==> src/rtl/ex_pkg.sv <==
// Shared encodings for the execute stage: ALU op classes, R-type funct codes,
// multiplier FSM states, EX/MEM control bit positions and the forwarding selector.
package ex_pkg;

  localparam logic [1:0] ALU_ADD   = 2'b00;
  localparam logic [1:0] ALU_SUB   = 2'b01;
  localparam logic [1:0] ALU_FUNCT = 2'b10;
  localparam logic [1:0] ALU_OR    = 2'b11;

  localparam logic [5:0] F_ADD = 6'h20;
  localparam logic [5:0] F_SUB = 6'h22;
  localparam logic [5:0] F_AND = 6'h24;
  localparam logic [5:0] F_OR  = 6'h25;
  localparam logic [5:0] F_SLT = 6'h2A;
  localparam logic [5:0] F_MUL = 6'h18;

  typedef enum logic [1:0] {
    S_IDLE = 2'd0,
    S_BUSY = 2'd1,
    S_DONE = 2'd2
  } mul_state_t;

  localparam int CTRL_REGWRITE = 3;
  localparam int CTRL_MEMTOREG = 2;
  localparam int CTRL_MEMREAD  = 1;
  localparam int CTRL_MEMWRITE = 0;

  localparam logic [1:0] FWD_RAW   = 2'b00;
  localparam logic [1:0] FWD_WB    = 2'b01;
  localparam logic [1:0] FWD_EXMEM = 2'b10;

  // EX/MEM beats MEM/WB; register 0 is never forwarded.
  function automatic logic [1:0] fwd_sel(input logic exmem_wr, input logic [4:0] exmem_rd,
                                         input logic wb_wr, input logic [4:0] wb_rd,
                                         input logic [4:0] idx);
    if (exmem_wr && (exmem_rd != 5'd0) && (exmem_rd == idx)) begin
      return FWD_EXMEM;
    end else if (wb_wr && (wb_rd != 5'd0) && (wb_rd == idx)) begin
      return FWD_WB;
    end else begin
      return FWD_RAW;
    end
  endfunction

endpackage

==> src/rtl/ex_stage_mul_seq.sv <==
// Sequential shift-add multiplier: one entry cycle, WIDTH iterations, one DONE cycle.
// busy covers the entry cycle too, so it can drive the pipeline stall directly.
module mul_seq
  import ex_pkg::*;
#(
  parameter int WIDTH = 32
) (
  input  logic             clk,
  input  logic             rst,
  input  logic             start,
  input  logic [WIDTH-1:0] a,
  input  logic [WIDTH-1:0] b,
  output logic             busy,
  output logic             done,
  output logic [WIDTH-1:0] product
);

  localparam int CW = $clog2(WIDTH);

  mul_state_t       state;
  logic [WIDTH-1:0] mcand;
  logic [WIDTH-1:0] mplier;
  logic [CW-1:0]    cnt;

  // Multiplier FSM and shift-add datapath
  always_ff @(posedge clk or posedge rst) begin
    if (rst) begin
      state   <= S_IDLE;
      mcand   <= '0;
      mplier  <= '0;
      product <= '0;
      cnt     <= '0;
    end else begin
      case (state)
        S_IDLE: begin
          if (start) begin
            mcand   <= a;
            mplier  <= b;
            product <= '0;
            cnt     <= '0;
            state   <= S_BUSY;
          end
        end
        S_BUSY: begin
          if (mplier[0]) begin
            product <= product + mcand;
          end
          mcand  <= mcand << 1;
          mplier <= mplier >> 1;
          cnt    <= cnt + CW'(1);
          if (cnt == CW'(WIDTH - 1)) begin
            state <= S_DONE;
          end
        end
        S_DONE:  state <= S_IDLE;
        default: state <= S_IDLE;
      endcase
    end
  end

  assign busy = ((state == S_IDLE) && start) || (state == S_BUSY);
  assign done = (state == S_DONE);

endmodule

==> src/rtl/ex_stage.sv <==
// MIPS execute stage: operand forwarding, ALU with sequential mul, EX/MEM register.
// Bubbles are loaded into EX/MEM for every cycle the multiplier holds the stall.
module ex_stage
  import ex_pkg::*;
#(
  parameter int WIDTH = 32
) (
  input  logic             clk_i,
  input  logic             rst_i,
  input  logic [WIDTH-1:0] data1_i,
  input  logic [WIDTH-1:0] data2_i,
  input  logic [WIDTH-1:0] extend_i,
  input  logic             ALUSrc_i,
  input  logic             RegDst_i,
  input  logic [1:0]       ALUOp_i,
  input  logic [3:0]       ctrl_i,
  input  logic [4:0]       MUX0_i,
  input  logic [4:0]       MUX1_i,
  input  logic [4:0]       inst0_i,
  input  logic [4:0]       inst1_i,
  input  logic             wb_RegWrite_i,
  input  logic [4:0]       wb_rd_i,
  input  logic [WIDTH-1:0] wb_data_i,
  output logic [WIDTH-1:0] result_o,
  output logic [WIDTH-1:0] wdata_o,
  output logic [4:0]       rd_o,
  output logic [3:0]       ctrl_o,
  output logic             stall_o
);

  logic [1:0]       sel_a;
  logic [1:0]       sel_b;
  logic [WIDTH-1:0] fwd_a;
  logic [WIDTH-1:0] fwd_b;
  logic [WIDTH-1:0] op_b;
  logic [WIDTH-1:0] alu;
  logic [5:0]       funct;
  logic             is_mul;
  logic             mul_done;
  logic [WIDTH-1:0] product;

  assign sel_a = fwd_sel(ctrl_o[CTRL_REGWRITE], rd_o, wb_RegWrite_i, wb_rd_i, inst0_i);
  assign sel_b = fwd_sel(ctrl_o[CTRL_REGWRITE], rd_o, wb_RegWrite_i, wb_rd_i, inst1_i);
  assign funct = extend_i[5:0];
  assign op_b  = ALUSrc_i ? extend_i : fwd_b;

  // Forwarding muxes for rs and rt
  always_comb begin
    fwd_a = data1_i;
    fwd_b = data2_i;
    case (sel_a)
      FWD_EXMEM: fwd_a = result_o;
      FWD_WB:    fwd_a = wb_data_i;
      default:   fwd_a = data1_i;
    endcase
    case (sel_b)
      FWD_EXMEM: fwd_b = result_o;
      FWD_WB:    fwd_b = wb_data_i;
      default:   fwd_b = data2_i;
    endcase
  end

  // ALU decode; unknown funct yields zero but control still passes through
  always_comb begin
    alu    = '0;
    is_mul = 1'b0;
    case (ALUOp_i)
      ALU_ADD: alu = fwd_a + op_b;
      ALU_SUB: alu = fwd_a - op_b;
      ALU_OR:  alu = fwd_a | op_b;
      ALU_FUNCT: begin
        case (funct)
          F_ADD:   alu = fwd_a + op_b;
          F_SUB:   alu = fwd_a - op_b;
          F_AND:   alu = fwd_a & op_b;
          F_OR:    alu = fwd_a | op_b;
          F_SLT:   alu = WIDTH'($signed(fwd_a) < $signed(op_b));
          F_MUL: begin
            is_mul = 1'b1;
            alu    = mul_done ? product : '0;
          end
          default: alu = '0;
        endcase
      end
      default: alu = '0;
    endcase
  end

  mul_seq #(.WIDTH(WIDTH)) u_mul (
    .clk     (clk_i),
    .rst     (rst_i),
    .start   (is_mul),
    .a       (fwd_a),
    .b       (op_b),
    .busy    (stall_o),
    .done    (mul_done),
    .product (product)
  );

  // EX/MEM pipeline register
  always_ff @(posedge clk_i or posedge rst_i) begin
    if (rst_i) begin
      result_o <= '0;
      wdata_o  <= '0;
      rd_o     <= 5'd0;
      ctrl_o   <= 4'd0;
    end else if (stall_o) begin
      result_o <= '0;
      wdata_o  <= '0;
      rd_o     <= 5'd0;
      ctrl_o   <= 4'd0;
    end else begin
      result_o <= alu;
      wdata_o  <= fwd_b;
      rd_o     <= RegDst_i ? MUX1_i : MUX0_i;
      ctrl_o   <= ctrl_i;
    end
  end

endmodule
==> config.mk <==
export PLATFORM = sky130hd
export DESIGN_NAME = ex_stage
export DESIGN_NICKNAME = d
export VERILOG_FILES = /design/src/rtl/ex_pkg.sv /design/src/rtl/ex_stage_mul_seq.sv /design/src/rtl/ex_stage.sv
export SDC_FILE = /design/constraint.sdc
export NUM_CORES = 1
export LEC_CHECK = 0
export ABC_AREA = 0
export CORE_MARGIN = 5
export CORE_UTILIZATION = 35
export CTS_BUF_LIST = sky130_fd_sc_hd__clkbuf_16
export DETAILED_ROUTE_END_ITERATION = 10
export DONT_BUFFER_PORTS = 1
export REMOVE_ABC_BUFFERS = 1
export SYNTH_ARGS = -nofsm -noshare
export SYNTH_HDL_FRONTEND = slang
export SYNTH_SLANG_ARGS = --single-unit
==> constraint.sdc <==
create_clock -name clk_i -period 16.67 [get_ports clk_i]
set_input_delay 2.5005 -clock clk_i [delete_from_list [all_inputs] [get_ports clk_i]]
set_output_delay 2.5005 -clock clk_i [all_outputs]
set_load 0.03 [all_outputs]
After elaboration in Yosys (flattened, before gate mapping)
Index checks and enable logic that the tools add are counted.
{ "totals": {"reg_bits": 176, "in_bits": 164} }
{ "op_classes": {"magnitude_cmp": 1, "n_bitwise": 2, "reduce_logical": 16, "add_sub_neg": 4, "eq_ne": 23, "muxes": 29} }
{ "op_table": {"columns": ["operator", "count"], "rows": [
  ["one-hot mux 32 bit (2 select lines)", 5],
  ["2-to-1 mux 32 bit", 8],
  ["one-hot mux 32 bit (6 select lines)", 1],
  ["one-hot mux 32 bit (4 select lines)", 1],
  ["adder 32 bit", 2],
  ["AND 32 bit", 1],
  ["less-than comparator 32 bit", 1],
  ["OR 32 bit", 1],
  ["subtractor 32 bit", 1],
  ["equality test 6 bit, second input constant", 5],
  ["equality test 5 bit", 4],
  ["2-to-1 mux 5 bit", 3],
  ["equality test 2 bit, second input constant", 5],
  ["one-hot mux 5 bit (2 select lines)", 1],
  ["nonzero test 5 bit", 2],
  ["equality test 2 x 1 -> 1 bit, second input constant", 4],
  ["2-to-1 mux 2 bit", 4],
  ["logical AND 1 bit", 7],
  ["equality test 6 x 5 -> 1 bit, second input constant", 1],
  ["!= test 2 x 1 -> 1 bit, second input constant", 3],
  ["adder 5 x 1 -> 5 bit, second input constant", 1],
  ["equality test 5 bit, second input constant", 1],
  ["zero test 2 bit", 2],
  ["2-to-1 mux 1 bit", 4],
  ["6 further kinds", 7]
]} }

Logic depth before layout (Yosys ltp)
Gate-level depths: netlist (run 1).
{ "logic_depth": {"depth_word": 12, "ltp_mapped": 22} }

By module
From an unflattened synthesis (run 1), not the netlist that was laid out.
{ "hier_totals": {"cells_unflattened": 2088, "hier_area_um2": 16296.9} }
{ "by_module_without_submodules": {"columns": ["mod", "cells_each", "seq_area_each_um2", "instances", "area_per_inst_um2"], "rows": [
  ["ex_stage", 1413, 1826.8, 1, 10158.5],
  ["mul_seq", 675, 2577.5, 1, 6138.4]
]} }

Worst setup path after synthesis (run 1)
OpenSTA, ideal clock, no wires.
{ "synth_timing": {"path_type": "input -> register", "startpoint": "input port wb_rd_i[4]", "endpoint": "register result_o[28]", "required_ps": 16534, "arrival_ps": 6997, "path_slack_ps": 9537, "stages": 19, "setup_ps": 136, "path_cell_list": "xnor2_1 -> nand3_1 -> nor4_1 -> clkbuf_1 -> mux2i_1 -> nor2_1 -> a21oi_1 -> inv_1 -> fa_1 -> a211oi_1 -> nor3_1 -> o31ai_1 -> o21ai_1 -> a211o_1 -> a211oi_1 -> mux2i_1 -> xnor2_1 -> a21oi_1 -> o22ai_1"} }
{ "synth_via": {"elab_chain_len": 12, "word_cells_on_any_way": 24, "cone_classes": "add/sub (2); eq/ne (6); mux (10); bitwise (2); reduce/logical (4)"} }
{ "synth_rtl": {"columns": ["element", "line", "source"], "rows": [
  ["start, declared", "ex_stage.sv:22", "input logic [4:0] wb_rd_i,"],
  ["nonzero test 5 bit", "ex_pkg.sv:38", "end else if (wb_wr && (wb_rd != 5'd0) && (wb_rd == idx)) begin"],
  ["logical AND 1 bit (2 in a row)", "ex_pkg.sv:38", null],
  ["2-to-1 mux 1 bit", "ex_pkg.sv:38", null],
  ["2-to-1 mux 2 bit", "ex_pkg.sv:36", "if (exmem_wr && (exmem_rd != 5'd0) && (exmem_rd == idx)) begin"],
  ["equality test 2 x 1 -> 1 bit / equality test 2 bit (equally long branches)", "ex_stage.sv:56", "case (sel_b)"],
  ["one-hot mux 32 bit (2 select lines)", "ex_stage.sv:56", null],
  ["2-to-1 mux 32 bit", "ex_stage.sv:45", "assign op_b = ALUSrc_i ? extend_i : fwd_b;"],
  ["subtractor 32 bit (tied with other cells)", "ex_stage.sv:69, ex_stage.sv:74", null],
  ["one-hot mux 32 bit (6 select lines)", "ex_stage.sv:72", "case (funct)"],
  ["one-hot mux 32 bit (4 select lines) (*)", "ex_stage.sv:67", "case (ALUOp_i)"],
  ["2-to-1 mux 32 bit (*)", "ex_stage.sv:107", "end else if (stall_o) begin"],
  ["end signal, assigned", "ex_stage.sv:113", "result_o <= alu;"],
  ["end, declared", "ex_stage.sv:24", "output logic [WIDTH-1:0] result_o,"]
]} }
Every way passes the cells marked *; elsewhere a longest branch is shown, timed or not.
A chain may end at the register's enable or synchronous reset.

Worst setup path in the final report (run 1)
{ "layout_timing": {"startpoint": "input port wb_rd_i[1]", "endpoint": "register result_o[28]"} }
The elaborated chain is that of the path after synthesis.

==> flow_metrics.py, run 1 <==
metrics = {
    "status": {
        "run_status": "completed",
    },
    "final_layout": {
        "diodes": 0,
        "syn_to_final_growth_pct": 6.97,
        "final_util_pct": 37.8,
        "drive_gt1_share_pct": 4.71,
        "fillers": 4532,
        "final_nets": 2131,
    },
    "clock_network": {
        "cts_sinks": 176,
        "htreeDepth": 4,
        "postCtsSetupBuffers": 0,
        "cts_tree": "built",
        "clock_path_buffers": 2,
        "path_clk_slew_ns": 0.07,
        "cts_made_buffers": 17,
        "postCtsHoldBufs": 0,
        "clock-root-buffer": "clkbuf_16",
        "clk_latency_ns": 0.51,
        "cts_resized": 0,
    },
    "synthesis": {
        "netlist_instances": 1915,
        "yosysUniqueCellTypes": 78,
        "synth_most_common_cell": "a21oi_1",
        "seq_area_frac_synth_pct": 28.2,
        "syn_area_sq_um": 15600,
        "synthTopCellsByCount": "a21oi_1 (213), nor2_1 (178), dfrtp_1 (176)",
        "synth_ff_type": "dfrtp_1",
        "ys_async_sr_fraction_pct": 100,
        "ys_seq_elements": 176,
        "syn_avg_cell_area_sq_um": 8.15,
        "ys_warn_count": 0,
        "synth_edf_count": 0,
        "synth_area_leader_cell": "dfrtp_1",
        "synthTopCellsByArea": "dfrtp_1 (28%), ha_1 (10%), mux2i_1 (7.1%)",
        "synth_top_area_share_pct": 28.2,
    },
    "power_and_ir_drop": {
        "clkPwrFrac_pct": 20.4,
        "p_comb_share_pct": 46.0,
        "power_density_nw_per_um2": 125,
        "ir_worst_vdd_mv": 0.0618,
        "seq_power_share_pct": 33.6,
        "p_leak_nw": 7.16,
        "power.internal_mw": 1.14,
        "switching_share_pct": 45.3,
        "switching_power_mw": 0.946,
    },
    "sta": {
        "final.min_clock_period_ns": 7.31,
        "rsz0062_at_grt": "false",
        "fmax_mhz": 137,
        "max_slew.worst_pin.slew_ns": 1.22,
        "hold_viol_final": 0,
        "relSlewSlack_pct": 18.3,
        "fin_skew_ns": 0.0293,
        "setup_tns_ns": 0,
        "finalSetupViolCount": 0,
        "final-max-slew-violation-count": 0,
        "fin_crit_sh_pct": 43.9,
    },
    "critical_path": {
        "cp_top_family": "compound AO/OA/AOI/OAI gates",
        "critPathMaxStageDelay_ns": 0.52,
        "reg2regPathDepth": 18,
        "cp-end-kind": "flop",
        "reg2reg_setup_slack_ns": 10.61,
        "timing.rr.end": "result_o[28]",
        "r2r-start": "rd_o[1]",
        "cp_slowest_cell": "or4_1",
        "worstPathRequired_ns": 17.01,
        "worst-path-buf-inv": 2,
        "worstSetupPathType": "primary input to flop",
        "crit_arrival_ns": 7.66,
        "crit_fanout": 14,
        "path_cells": "or4_1 -> o21ai_1 -> nor4_2 -> buf_4 -> mux2i_1 -> nor2_1 -> a21oi_1 -> ha_1 -> inv_1 -> fa_1 -> a211oi_1 -> nor3_1 -> o31ai_1 -> o21ai_1 -> a211o_1 -> a211oi_1 -> mux2i_1 -> xnor2_1 -> a21oi_1 -> o22ai_1",
        "crit_path_start_kind": "primary input",
    },
    "floorplan": {
        "initial_core_util_pct": 35.3,
        "dieArea_sq_um": 48900,
        "die_w_microns": 221,
        "die_h_microns": 221,
        "core_sq_um": 44200,
        "rows": 77,
        "io_pins": 238,
    },
    "run": {
        "drv_cap": 0,
    },
    "grt": {
        "grt-ovfl-total": 0,
        "grt_antenna_before_repair": 0,
        "grt_util_all_layers_pct": 23.4,
        "grt_pass1_vias": 14400,
        "grt_max_degree": 108,
        "grt_pass1_wl_microns": 89700,
    },
    "detailed_routing": {
        "drt_iter0_markers": 1166,
        "drc": 0,
        "via_per_inst": 5.94,
        "post_drt_wl_per_cell_microns": 24.2,
        "wirelength_microns": 59000,
        "ant_nets": 0,
        "via_count": 14500,
        "drtPass1Iterations": 5,
    },
    "min_path": {
        "hp-start": "u_mul.product[31]",
        "min_to": "u_mul.product[31]",
        "hold_class": "flop to flop",
        "whs_path_depth": 1,
    },
    "place": {
        "numPortBuffers": 0,
        "gp_congestion": 0.919,
        "dp.final_hpwl_microns": 42500,
    },
}
-- metal layers --
| metal | part of all wire (%) | GRT usage [%] | up-vias |
|---|---|---|---|
| met3 | 6.1 | 4.72 | 72 |
| li1 | - | - | 6778 |
| met2 | 46 | 37.4 | 483 |
| met5 | 0 | 0 | - |
| met1 | 46 | 32.1 | 7159 |
| met4 | 2.4 | 6.90 | 0 |
-- power groups by stage --
stage          logic, mW  registers (mW)  clock network (mW)
6_report           0.960           0.701               0.426
5_1_grt             1.06           0.714               0.454
4_1_cts            0.951           0.701               0.439
3_5_place_dp       0.945           0.708                   0
3_3_place_gp       0.927           0.706                   0
2_1_floorplan      0.720           0.663                   0
-- worst max-delay path by stage --
stage	from	endpoint	slack [ns]	depth (start not counted)
after global routing	wb_rd_i[1]	result_o[28]	9.02	21
after floorplan	wb_rd_i[2]	result_o[24]	5.71	19
after detailed placement	wb_rd_i[1]	result_o[28]	8.93	20
after global placement	wb_rd_i[1]	result_o[24]	9.08	20
after CTS	wb_rd_i[1]	result_o[28]	9.44	20
final	wb_rd_i[1]	result_o[28]	9.36	20
-- sequential cells by signal, summed over array words and instances, names as in the netlist --
register and count:
u_mul.cnt 5, result_o 32, u_mul.mplier 32, u_mul.state 2
u_mul.mcand 32, ctrl_o 4, rd_o 5, u_mul.product 32
wdata_o 32
-- logic make-up (layout without fill, tap and decap cells) --
group | count (synthesis) | count (layout) | synth area share, %
adder cells (fa/ha/maj) | 132 | 132 | 10.7
buffers and inverters | 232 | 165 | 5.66
AND/OR/NAND/NOR | 462 | 462 | 14.2
flip-flops | 176 | 176 | 28.2
AO/OA/AOI/OAI | 688 | 688 | 27.6
XOR/XNOR | 110 | 110 | 6.17
multiplexers | 115 | 115 | 7.40
-- through the flow --
| stage | worst slack (ns) | cells | cell area (sq um) | hold WS (ns) | total power [mW] |
|---|---|---|---|---|---|
| 5_1_grt | 9.02 | 2440 | 16700 | 0.539 | 2.23 |
| 6_report | 9.36 | 2440 | 16700 | 0.496 | 2.09 |
| 3_3_place_gp | 9.08 | 2408 | 16100 | 0.477 | 1.63 |
| 4_1_cts | 9.44 | 2440 | 16700 | 0.503 | 2.09 |
| 2_1_floorplan | 5.71 | 1794 | 15100 | 0.449 | 1.38 |
| 3_5_place_dp | 8.93 | 2408 | 16100 | 0.493 | 1.65 |
-- final cells by class --
type	instances	area (sq um)	area share [%]
multi-input cells	1507	10400	62.2
inverters	111	424	2.54
clock inverters	15	160	0.959
well taps	592	741	4.43
flip-flops and latches	176	4400	26.4
clock buffers	17	425	2.55
repair buffers	22	165	0.989
-- layout by cell type (no fill, tap or decap), types with 52 or more instances in the layout --
cell type / count
ha_1: 129
a21oi_1: 213
nor2_1: 176
a22oi_1: 76
nand3_1: 52
nand2_1: 70
xnor2_1: 75
o21ai_0: 158
mux2i_1: 111
dfrtp_1: 176
inv_1: 104
Power figures use the tool's default switching activity.
==> inputs of run 2 (changes only) <==
Clock period 16.67 ns to 5.9 ns, I/O delays scaled along.
==> run 2 against run 1 <==
Compared with the run above: critical path depth did not move; via count rose by 2.6%; setup slack got worse by 9.0 ns; register-to-register slack got worse by 10 ns; flip-flop and latch count did not move; non-clock buffer count rose by 66; first-iteration DRC count rose by 2.9%; cell count rose by 2.7%; worst hold slack got worse by 0.26 ns; combinational power rose to 2.9 times the previous value; sequential power rose to 2.8 times the previous value; routed wire length rose by 1.3%; critical path type is now flop to flop; largest cell class unchanged; highest routed layer is now met5.
==> flow_metrics.py, run 2 (synthesis gave the netlist of run 1 again) <==
metrics = {
    "floorplan": {
        "die_w_microns": 221,
        "core_sq_um": 44200,
        "dieArea_sq_um": 48900,
        "rows": 77,
        "die_h_microns": 221,
        "initial_core_util_pct": 35.3,
        "io_pins": 238,
    },
    "sta": {
        "fmax_mhz": 181,
        "max_slew.worst_pin.slew_ns": 1.22,
        "fin_crit_sh_pct": 93.7,
        "hold_viol_final": 0,
        "rsz0062_at_grt": "false",
        "setup_ws_ns": 0.369,
        "whs_ns": 0.235,
        "relSlewSlack_pct": 18.4,
        "fin_skew_ns": 0.0167,
        "finalSetupViolCount": 0,
        "final.min_clock_period_ns": 5.53,
        "setup_tns_ns": 0,
        "final-max-slew-violation-count": 0,
    },
    "clock_network": {
        "cts_resized": 0,
        "cts_tree": "built",
        "path_clk_slew_ns": 0.07,
        "clock-root-buffer": "clkbuf_16",
        "postCtsHoldBufs": 0,
        "cts_made_buffers": 17,
        "clk_latency_ns": 0.50,
        "htreeDepth": 4,
        "cts_sinks": 176,
        "postCtsSetupBuffers": 0,
        "clock_path_buffers": 2,
    },
    "place": {
        "gp_congestion": 0.950,
        "numPortBuffers": 0,
        "dp.final_hpwl_microns": 43500,
        "dpl_worst_slack_ns": 0.179,
    },
    "power_and_ir_drop": {
        "power_density_nw_per_um2": 356,
        "power.total_mw": 6.18,
        "ir_worst_vdd_mv": 0.203,
        "p_leak_nw": 7.54,
    },
    "grt": {
        "grt_util_all_layers_pct": 23.7,
        "grt_max_degree": 98,
        "grt_antenna_before_repair": 1,
        "grt-ovfl-total": 0,
        "grt_pass1_wl_microns": 91300,
        "grt_pass1_vias": 14800,
    },
    "critical_path": {
        "crit_path_frequent_cell": "buf_4",
        "reg2reg_setup_slack_ns": 0.37,
        "worstSetupPathType": "flop to flop",
        "reg2regPathDepth": 20,
        "r2r-start": "rd_o[3]",
        "crit_fanout": 22,
        "path_cells": "or4_1 -> o21ai_0 -> nor4_1 -> nand3_4 -> a21oi_1 -> mux2i_1 -> buf_4 -> fa_1 -> a211oi_1 -> buf_4 -> nor3_1 -> o31ai_1 -> buf_4 -> o21ai_1 -> or2_1 -> a21boi_1 -> xnor2_1 -> nor3_1 -> o32a_1 -> nor2_1",
        "timing.rr.end": "result_o[26]",
        "crit_path_start_kind": "flop",
        "cp_slowest_cell": "dfrtp_1",
        "crit_arrival_ns": 5.95,
        "worstPathRequired_ns": 6.32,
        "startpoint": "rd_o[3]",
        "cp-end-kind": "flop",
        "critPathMaxStageDelay_ns": 0.61,
    },
    "min_path": {
        "hold_class": "primary input to async pin",
    },
    "final_layout": {
        "final_cell_mix": "a21oi_1 (213), nor2_1 (176), dfrtp_1 (176), o21ai_0 (158), ha_1 (128)",
        "final_common_cell": "a21oi_1",
        "drive_gt1_share_pct": 8.05,
        "syn_to_final_growth_pct": 11.2,
        "final_util_pct": 39.3,
        "diodes": 0,
        "final_nets": 2197,
    },
    "detailed_routing": {
        "drt_iter0_markers": 1200,
        "drc": 0,
        "ant_nets": 0,
        "via_per_inst": 5.93,
        "wirelength_microns": 59700,
        "post_drt_wl_per_cell_microns": 23.8,
        "drtPass1Iterations": 5,
        "via_count": 14900,
    },
    "status": {
        "run_status": "completed",
    },
    "run": {
        "drv_cap": 0,
    },
}
run 2: cell count changes in the layout (fill, tap and decap cells not counted):
cell        previous run  this run
clkinvlp_4             0         1
buf_4                 22        84
clkinv_2               5         0
bufinv_16              2         6
ha_1                 129       128
inv_8                  3         5
buf_12                 0         4
ha_2                   0         1
clkinv_4               3         0
inv_6                  3         4
run 2: report_power, final:
group | internal [mW] | switching, mW
Combinational | 1.15 | 1.66
Clock | 0.811 | 0.597
Sequential | 1.52 | 0.455
Total | 3.47 | 2.71
run 2: worst max path at each step:
stage                   end  slack, ns  depth (start not counted)
2_1_floorplan  result_o[24]      -3.45                         19
3_3_place_gp   result_o[28]       0.22                         21
3_5_place_dp   result_o[26]       0.18                         21
4_1_cts        result_o[26]       0.28                         20
5_1_grt        result_o[24]       0.01                         21
6_report       result_o[26]       0.37                         20
run 2: layer usage:
layer	track usage, %	vias to the layer above	wire [microns]
met5	0	-	7
met4	8.18	2	1510
met3	3.90	84	3490
met2	37.7	521	27600
met1	32.8	7333	27100
li1	-	6928	-
run 2: worst max-delay path: cells and delay by family (launching register included):
kind            cells  cell delay (ns)
mux                 1             0.21
flops               1             0.61
simple gates        7             1.63
buf+inv             3             0.55
xor+xnor            1             0.16
compound gates      7             1.87
fa+ha+maj           1             0.40
run 2: cell type report:
cell class	count	area (sq um)
clock buffer	17	425
clock inverter	15	268
fill	4479	26900
inverter	111	424
multi-input combinational	1507	10400
sequential	176	4400
tap	592	741
timing repair buffer	88	711
run 2: through the flow:
stage,cells,cell area (sq um)
floorplan,1794,15100
detailed placement,2474,16700
CTS,2506,17400
global route,2506,17400
finish,2506,17400
global placement,2474,16700
==> inputs of run 3 (changes only) <==
Settings changed: SLEW_MARGIN set to 20, SYNTH_HIERARCHICAL set to 1.
==> run 3 against run 2 <==
Compared with the run above: utilization decreased by 0.82 points; sequential share of layout area decreased by 0.59 points; die area increased by 4.2%; setup slack got worse by 0.065 ns; register-to-register slack got worse by 0.07 ns; sequential power increased by 5%.
==> flow_metrics.py, run 3 <==
metrics = {
    "final_layout": {
        "finalInstanceArea_sq_um": 17800,
        "syn_to_final_growth_pct": 9.12,
        "drive_gt1_share_pct": 8.81,
        "final_common_cell": "nand2_1",
        "final_cell_mix": "nand2_1 (235), o21ai_0 (214), nor2_1 (190), a21oi_1 (174), dfrtp_1 (174)",
        "final_nets": 2342,
        "seqCellArea_sq_um": 4410,
        "fillers": 4751,
        "final_util_pct": 38.4,
        "multiInputGateArea_sq_um": 11000,
    },
    "floorplan": {
        "dieArea_sq_um": 51000,
        "rows": 79,
        "die_w_microns": 226,
        "io_pins": 238,
        "die_h_microns": 226,
        "initial_core_util_pct": 35.2,
        "core_sq_um": 46300,
    },
    "place": {
        "dp.final_hpwl_microns": 48200,
        "placed_area_sq_um": 17200,
        "numPortBuffers": 0,
        "gp_congestion": 1.01,
        "dpl_worst_slack_ns": -0.110,
    },
    "clock_network": {
        "postCtsHoldBufs": 0,
        "clock_path_buffers": 2,
        "htreeDepth": 4,
        "clock-root-buffer": "clkbuf_16",
        "cts_made_buffers": 17,
        "path_clk_slew_ns": 0.07,
        "clk_latency_ns": 0.50,
        "cts_tree": "built",
        "cts_sinks": 176,
    },
    "grt": {
        "grt_antenna_before_repair": 0,
        "grt_pass1_wl_microns": 100000,
        "grt_max_degree": 67,
        "grt_util_all_layers_pct": 25.5,
        "grt-ovfl-total": 0,
        "grt_pass1_vias": 15900,
    },
    "detailed_routing": {
        "drtPass1Iterations": 6,
        "wirelength_microns": 66500,
        "ant_nets": 0,
        "via_count": 16400,
        "post_drt_wl_per_cell_microns": 24.8,
        "via_per_inst": 6.11,
        "drt_iter0_markers": 1712,
        "drc": 0,
    },
    "synthesis": {
        "synthXorXnorAreaFrac_pct": 5.05,
        "syn_avg_cell_area_sq_um": 7.81,
        "ys_async_sr_fraction_pct": 100,
        "synthTopCellsByCount": "nand2_1 (235), o21ai_0 (214), nor2_1 (193)",
        "muxShareOfSynthArea_pct": 4.56,
        "synth_top_area_share_pct": 27.0,
        "ys_warn_count": 6,
        "netlist_instances": 2088,
        "synthAdderAreaFrac_pct": 9.66,
        "yosys.area_share.simple_pct": 16.7,
        "synth_compound_area_share_pct": 31.0,
        "yosysUniqueCellTypes": 107,
        "seq_area_frac_synth_pct": 27.0,
        "synth_top_family_by_area": "compound AO/OA/AOI/OAI gates",
        "synth_area_leader_cell": "dfrtp_1",
        "ys_seq_elements": 176,
        "synth_most_common_cell": "nand2_1",
        "synthTopCellsByArea": "dfrtp_1 (27%), ha_1 (9.3%), o21ai_0 (6.6%)",
        "synth_ff_type": "dfrtp_1",
        "syn_area_sq_um": 16300,
        "synth_edf_count": 0,
    },
    "sta": {
        "whs_ns": 0.278,
        "hold_viol_final": 0,
        "setup_ws_ns": 0.304,
        "finalSetupViolCount": 0,
        "relSlewSlack_pct": 27.9,
        "final-max-slew-violation-count": 0,
        "final.min_clock_period_ns": 5.60,
        "setup_tns_ns": 0,
        "rsz0062_at_grt": "false",
        "fmax_mhz": 179,
        "fin_skew_ns": 0.0117,
        "max_slew.worst_pin.slew_ns": 1.08,
        "fin_crit_sh_pct": 94.9,
    },
    "critical_path": {
        "worstSetupPathType": "flop to flop",
        "worstPathRequired_ns": 6.31,
        "crit_fanout": 16,
        "crit_path_start_kind": "flop",
        "crit_arrival_ns": 6.00,
        "cp-end-kind": "flop",
    },
    "power_and_ir_drop": {
        "ir_worst_vdd_mv": 0.259,
        "seq_power_share_pct": 35.2,
        "power_density_nw_per_um2": 330,
        "clkPwrFrac_pct": 20.2,
        "p_comb_share_pct": 44.6,
        "power.internal_mw": 3.18,
        "p_leak_nw": 7.53,
        "switching_power_mw": 2.69,
        "switching_share_pct": 45.8,
    },
    "run": {
        "drv_cap": 0,
    },
    "min_path": {
        "hold_class": "primary input to async pin",
    },
    "status": {
        "run_status": "completed",
    },
}
-- run 3: cell count changes after synthesis, sizes merged, moves of 13 or more --
| cell | previous run | this run |
|---|---|---|
| a21o | 26 | 41 |
| mux2i | 111 | 72 |
| nor3 | 17 | 33 |
| a21oi | 213 | 175 |
| nor2 | 179 | 195 |
| and2 | 42 | 17 |
| xor2 | 35 | 22 |
| nand2 | 70 | 235 |
| nand3 | 53 | 22 |
| o21ai | 197 | 223 |
-- run 3: layer usage --
layer / GRT usage, % / vias to the layer above / share of wire [%]
li1: - / 7479 / -
met1: 35.3 / 7971 / 44
met2: 40.0 / 757 / 45
met3: 5.32 / 151 / 7.9
met4: 8.45 / 0 / 3.6
met5: 0 / - / 0
-- run 3: kinds of logic after synthesis --
| family | count (synthesis) |
|---|---|
| buf+inv | 246 |
| mux | 73 |
| flops | 176 |
| simple gates | 605 |
| fa+ha+maj | 124 |
| compound gates | 770 |
| xor+xnor | 94 |
-- run 3: repair_timing --
item	CTS	global route
resized for setup	0	1
buffers inserted	0	5
setup endpoints to repair	0	3
-- run 3: worst max-delay path, cell delays in order, from the launching register on --
cell	delay, ns
dfrtp_1	0.56
or4_4	0.63
o211ai_2	0.31
nor2_4	0.20
buf_4	0.20
nor2_1	0.10
a21oi_1	0.05
o21ai_0	0.36
ha_1	0.34
a21o_1	0.21
a31oi_1	0.18
o21bai_1	0.08
a21oi_1	0.21
o21bai_1	0.12
a211o_1	0.35
o211ai_1	0.41
and2_1	0.26
o211ai_1	0.17
xor2_1	0.22
nand2_1	0.08
a21o_1	0.19
a311oi_1	0.25
-- run 3: final timing paths --
| kind | startpoint | end | slack (ns) | depth (start not counted) |
|---|---|---|---|---|
| worst min-delay path | rst_i | ctrl_o[2] | 0.28 | 1 |
| max in group asynchronous | rst_i | u_mul/state[1] | 4.14 | 2 |
| worst max-delay path | rd_o[0] | result_o[31] | 0.30 | 21 |
| worst min register to register | u_mul/mplier[6] | u_mul/mplier[6] | 0.49 | 2 |
| min in group clk_i | u_mul/mplier[6] | u_mul/mplier[6] | 0.49 | 2 |
| worst max register to register | rd_o[0] | result_o[31] | 0.30 | 21 |
-- run 3: layout make-up --
class,count,share of cell area (%)
inverters,113,2.42
repair buffers,80,3.52
clock inverters,15,0.795
well taps,607,4.27
flip-flops and latches,176,24.8
diodes,2,0.0281
clock buffers,17,2.39
multi-input cells,1666,61.8
-- run 3: power groups by stage --
stage	combinational, mW	clock [mW]	sequential [mW]
after global placement	2.51	0	2.08
after global routing	2.89	1.25	2.10
after CTS	2.57	1.21	2.06
after detailed placement	2.56	0	2.08
final	2.62	1.18	2.07
after floorplan	1.91	0	1.91
-- run 3: per-stage QoR --
stage | instances | power (mW)
after global placement | 2637 | 4.59
after global routing | 2674 | 6.24
after detailed placement | 2637 | 4.64
after floorplan | 1955 | 3.82
final | 2676 | 5.87
after CTS | 2669 | 5.84
